[config.mk]
export PLATFORM = sky130hd
export DESIGN_NAME = uart_word_tx
export DESIGN_NICKNAME = d
export VERILOG_FILES = /design/src/rtl/uart_word_tx.sv
export SDC_FILE = /design/constraint.sdc
export NUM_CORES = 1
export LEC_CHECK = 0
export BUFFER_PORTS_ARGS = -buffer_cell sky130_fd_sc_hd__buf_2
export CAP_MARGIN = 20
export CORE_MARGIN = 5
export CORE_UTILIZATION = 59
export DETAILED_ROUTE_END_ITERATION = 10
export PLACE_DENSITY_LB_ADDON = 0.15
export REMOVE_ABC_BUFFERS = 1
export SETUP_SLACK_MARGIN = 0.1
export SKIP_CTS_REPAIR_TIMING = 1
export SLEW_MARGIN = 20
export SYNTH_ARGS = -nofsm -noshare
export SYNTH_HDL_FRONTEND = slang
export SYNTH_SLANG_ARGS = --single-unit
[constraint.sdc]
create_clock -name sys_clk -period 3.56 [get_ports sys_clk]
set_input_delay 0.178 -clock sys_clk [delete_from_list [all_inputs] [get_ports sys_clk]]
set_output_delay 0.178 -clock sys_clk [all_outputs]
set_load 0.1 [all_outputs]
[src/rtl/uart_word_tx.sv]
// uart_word_tx
// Serialises one parallel word as NUM_BYTES back-to-back 8N1 frames,
// least-significant byte first. The bit period is chosen per word from
// sel_baud (0:4800, 1:9600, 2:19200, 3:38400 baud) and latched with the word.
//
// Ports:
//   sys_clk    system clock, all logic on the rising edge
//   rst        synchronous active-low reset
//   sel_baud   baud select, sampled when a start is accepted
//   tx_start   send request (pulse or level); ignored while busy
//   tx_word    word to send, sampled when a start is accepted
//   tx_data    serial line, idle high, driven from a register
//   tx_status  busy flag
//   tx_done    one-cycle pulse as the last stop bit of the word completes
module uart_word_tx #(
  parameter int CLK_FREQ  = 100_000_000,
  parameter int NUM_BYTES = 4,
  localparam int DATA_W   = 8 * NUM_BYTES
) (
  input  logic              sys_clk,
  input  logic              rst,
  input  logic [1:0]        sel_baud,
  input  logic              tx_start,
  input  logic [DATA_W-1:0] tx_word,
  output logic              tx_data,
  output logic              tx_status,
  output logic              tx_done
);

  // Slowest baud gives the largest divisor; the counter holds DIV-1.
  localparam int DIV_MAX = CLK_FREQ / 4800;
  localparam int CNT_W   = (DIV_MAX > 2) ? $clog2(DIV_MAX) : 1;
  localparam int BYTE_W  = (NUM_BYTES > 1) ? $clog2(NUM_BYTES) : 1;
  localparam logic [BYTE_W-1:0] LAST_BYTE = BYTE_W'(NUM_BYTES - 1);

  typedef enum logic [1:0] {
    IDLE  = 2'd0,
    START = 2'd1,
    DATA  = 2'd2,
    STOP  = 2'd3
  } state_t;

  // Bit period minus one for a baud select code (truncating division).
  function automatic logic [CNT_W-1:0] div_m1(input logic [1:0] sel);
    logic [CNT_W-1:0] r;
    case (sel)
      2'd0:    r = CNT_W'(CLK_FREQ / 4800 - 1);
      2'd1:    r = CNT_W'(CLK_FREQ / 9600 - 1);
      2'd2:    r = CNT_W'(CLK_FREQ / 19200 - 1);
      2'd3:    r = CNT_W'(CLK_FREQ / 38400 - 1);
      default: r = CNT_W'(CLK_FREQ / 4800 - 1);
    endcase
    return r;
  endfunction

  state_t              state_r, state_s;
  logic [CNT_W-1:0]    cnt_r, cnt_s;
  logic [CNT_W-1:0]    div_r, div_s;
  logic [DATA_W-1:0]   shift_r, shift_s;
  logic [2:0]          bit_idx_r, bit_idx_s;
  logic [BYTE_W-1:0]   byte_idx_r, byte_idx_s;
  logic                tx_data_r, status_r, done_r;
  logic                line_s, last_end_s, bit_end_s;

  // Next-state, counter and shift-register update; line level for current state.
  always_comb begin
    state_s    = state_r;
    cnt_s      = cnt_r;
    div_s      = div_r;
    shift_s    = shift_r;
    bit_idx_s  = bit_idx_r;
    byte_idx_s = byte_idx_r;
    line_s     = 1'b1;
    last_end_s = 1'b0;
    bit_end_s  = (cnt_r == {CNT_W{1'b0}});
    case (state_r)
      IDLE: begin
        line_s = 1'b1;
        if (tx_start) begin
          state_s    = START;
          cnt_s      = div_m1(sel_baud);
          div_s      = div_m1(sel_baud);
          shift_s    = tx_word;
          bit_idx_s  = 3'd0;
          byte_idx_s = {BYTE_W{1'b0}};
        end else begin
          state_s = IDLE;
        end
      end
      START: begin
        line_s = 1'b0;
        if (bit_end_s) begin
          state_s   = DATA;
          bit_idx_s = 3'd0;
          cnt_s     = div_r;
        end else begin
          cnt_s = cnt_r - CNT_W'(1);
        end
      end
      DATA: begin
        // The current byte always sits in the low bits of the shift register.
        line_s = shift_r[0];
        if (bit_end_s) begin
          cnt_s   = div_r;
          shift_s = {1'b0, shift_r[DATA_W-1:1]};
          if (bit_idx_r == 3'd7) begin
            state_s = STOP;
          end else begin
            bit_idx_s = bit_idx_r + 3'd1;
          end
        end else begin
          cnt_s = cnt_r - CNT_W'(1);
        end
      end
      STOP: begin
        line_s = 1'b1;
        if (!bit_end_s) begin
          cnt_s = cnt_r - CNT_W'(1);
        end else if (byte_idx_r != LAST_BYTE) begin
          byte_idx_s = byte_idx_r + BYTE_W'(1);
          state_s    = START;
          cnt_s      = div_r;
        end else begin
          // Word ends here. The line register lags the state by one cycle, so a
          // start accepted now puts the next start bit right after this stop bit.
          last_end_s = 1'b1;
          if (tx_start) begin
            state_s    = START;
            cnt_s      = div_m1(sel_baud);
            div_s      = div_m1(sel_baud);
            shift_s    = tx_word;
            bit_idx_s  = 3'd0;
            byte_idx_s = {BYTE_W{1'b0}};
          end else begin
            state_s = IDLE;
          end
        end
      end
      default: begin
        state_s = IDLE;
        line_s  = 1'b1;
      end
    endcase
  end

  // State, datapath and registered outputs, with synchronous active-low reset.
  always_ff @(posedge sys_clk) begin
    if (!rst) begin
      state_r    <= IDLE;
      cnt_r      <= {CNT_W{1'b0}};
      div_r      <= {CNT_W{1'b0}};
      shift_r    <= {DATA_W{1'b0}};
      bit_idx_r  <= 3'd0;
      byte_idx_r <= {BYTE_W{1'b0}};
      tx_data_r  <= 1'b1;
      status_r   <= 1'b0;
      done_r     <= 1'b0;
    end else begin
      state_r    <= state_s;
      cnt_r      <= cnt_s;
      div_r      <= div_s;
      shift_r    <= shift_s;
      bit_idx_r  <= bit_idx_s;
      byte_idx_r <= byte_idx_s;
      tx_data_r  <= line_s;
      status_r   <= (state_r != IDLE) && !last_end_s;
      done_r     <= last_end_s;
    end
  end

  assign tx_data   = tx_data_r;
  assign tx_status = status_r;
  assign tx_done   = done_r;

endmodule

==> metrics.cfg <==
[placed_design]
place_area_um2 = 3976
port_buffers = 39
hpwlAfterDp_mm = 6.280
place_congestion = 0.9618
dp_slack_ps = 844.7

[clock_tree]
cts_htree_levels = 3
cts_tree = built
cts_max_path_buffers = 2
cts_buffers = 9
path_clk_slew_ps = 80
cts_sinks = 66
clkLatencyLatePin_ps = 340
root_buffer = clkbuf_8

[route]
wl_per_cell_um = 17.69
drc_errors = 0
drt_wl_total_mm = 9.429
viasPerCell = 6.478
first_pass_iters = 5
num_vias = 3453
initialDrtViolationCount = 285
drtAntennaViolNets = 0

[worst_setup_path]
startpoint_type = register
path_buf_inv = 1
critPathMaxStageDelay_ps = 600
path_class = reg2reg
cp-end-kind = register
crit_slowest_cell = or4b_2
critical_path.top_delay_family = simple AND/OR/NAND/NOR gates
r2r_slack_ps = 810
critPathArrivalTime_ps = 3000
crit_path_cell_trace = ha_1, or4b_2, or4_1, nand2_1, buf_4, a31oi_1, a211oi_1
critPathMaxFanout = 31
worstPathRequired_ps = 3810

[timing]
hold_violations = 0
fmax_ghz = 0.3632
worst_pin_slew_ps = 663.8
finalMaxSlewViolations = 0
rsz0062_at_grt = no
period_minus_slack_ps = 2753
slew_headroom = 0.5575
fin_crit_sh = 0.7734
finalClockSkew_ps = 13.68
setup_slack_ps = 806.6
setup_viol = 0

[finish]
num-nets-final = 503
drive_gt1_frac = 0.1689
fillers = 569
final_util = 0.6585
antenna_cells = 0
area_growth_pct = 9.742
fin_area_um2 = 4158

[synthesis]
syn_avg_cell_area_um2 = 8.750
yosysMostFrequentCell = dfxtp_1
syn_inst = 433
yosysSeqAreaShare = 0.3487
yosysTopAreaCellShare = 0.3487
synth_area_um2 = 3789
synth_area_leaders = dfxtp_1, mux2i_1, a211oi_1, a31oi_1, ha_1
async_reset_ff_frac = 0
synth_edf_count = 0
yosys.area.top_type = dfxtp_1
synth_flop_cell = dfxtp_1
synth-seq-cells = 66
yosys_warnings = 0
synth_cell_types = 51
synth_commonest_cells = dfxtp_1, mux2i_1, nand2_1

[power]
p_per_area_nw_per_um2 = 831.1
irDropWorstVdd_v = 0.0003910
p_leak_nw = 1.562

[floorplan]
die_area_um2 = 8124
coreArea_um2 = 6314
start_util = 0.6001
die_x_um = 90.14
rows = 29
die_h_um = 90.14
num_io_pins = 40

[outcome]
outcome = completed

[hold_path]
min_path_type = in2reg

[global_routing]
grt_usage = 0.2300
grt_overflow_total = 0
grt_pass1_vias = 3197
grt_pass1_wl_mm = 15.87
grt_max_degree = 39
grt_antenna_before_repair = 0

[flow_run]
max-cap-violations = 0

## cell type report
type                            instances  area, µm²  share of cell area
Sequential cell                        66       1321              0.3178
Clock buffer                           12      155.1             0.03732
Inverter                               13      48.80             0.01174
Clock inverter                          4      26.28            0.006320
Multi-Input combinational cell        313       2247              0.5405
Tap cell                               77      96.34             0.02317
Timing Repair Buffer                   48      262.8             0.06320
## worst register-to-register path, stage by stage, from the launching register on
cell and delay (ps):
dfxtp_1 370, ha_1 370, or4b_2 600, or4_1 490, nand2_1 120, buf_4 330
a31oi_1 140, a211oi_1 240
## state kept, by name (all words and copies together), names as in the netlist
name        cells
state_r         2
div_r           9
cnt_r          15
shift_r        32
tx_done         1
tx_data         1
bit_idx_r       3
tx_status       1
byte_idx_r      2
## layout by cell type, fill, tap and decap left out, types with 2 or more instances in the layout
cell type,instances
or4_1,3
mux2i_1,48
and2_1,3
clkbuf_8,11
nand4_1,3
o21a_1,4
mux2_2,3
o221ai_1,2
nor4_1,6
o32ai_1,4
nand2_1,42
nand2b_1,5
dfxtp_1,66
or2_2,4
a221oi_1,2
o211ai_1,4
or3_1,3
ha_1,14
xnor2_1,4
a21boi_0,4
a222oi_1,2
nand3_1,5
nor3_1,5
nor2_1,13
xor2_1,5
buf_2,39
buf_4,9
a21oi_1,10
clkinv_2,2
a31oi_1,33
o31ai_1,6
inv_1,13
o21ai_0,18
a211oi_1,32
o22ai_1,7
o2bb2ai_1,3
## cell families after synthesis
group / count (synthesis) / share of synthesized area
buf+inv: 54 / 0.06110
mux: 51 / 0.1357
xor+xnor: 9 / 0.02080
simple gates: 98 / 0.1298
flops: 66 / 0.3487
compound gates: 140 / 0.2543
fa+ha+maj: 15 / 0.04954
## per-stage QoR
| step | total power [W] | instances | setup TNS [ps] | hold WS, ps |
|---|---|---|---|---|
| floorplan | 0.002374 | 392 | -22930 | 254.2 |
| global route | 0.003681 | 533 | 0 | 112.1 |
| detailed placement | 0.002834 | 517 | 0 | 459.3 |
| finish | 0.003456 | 533 | 0 | 101.6 |
| global placement | 0.002804 | 517 | 0 | 444.7 |
| CTS | 0.003423 | 533 | 0 | 96.82 |
## power by group
| part | total (W) | internal (W) | switching, W |
|---|---|---|---|
| clock | 0.000593 | 0.000290 | 0.000303 |
| sequential | 0.00115 | 0.000966 | 0.000183 |
| combinational | 0.00171 | 0.000666 | 0.00105 |
## routing by layer
metal,vias to the layer above,GRT usage,share of wire
met5,-,0,0
met4,0,0.07072,0.013
met3,12,0.04841,0.081
met2,160,0.3427,0.44
met1,1616,0.3320,0.47
li1,1665,-,-
## final timing paths
path / start / endpoint / cells past startpoint
max: byte_idx_r[0]$_SDFFE_PN0P_ / shift_r[8]$_SDFFE_PN0P_ / 7
min: tx_word[31] / shift_r[31]$_SDFFE_PN0P_ / 3
max reg2reg: byte_idx_r[0]$_SDFFE_PN0P_ / shift_r[8]$_SDFFE_PN0P_ / 7
min reg2reg: div_r[2]$_SDFFE_PN0P_ / div_r[2]$_SDFFE_PN0P_ / 2
Note: power is estimated with default switching activity, not from simulation.
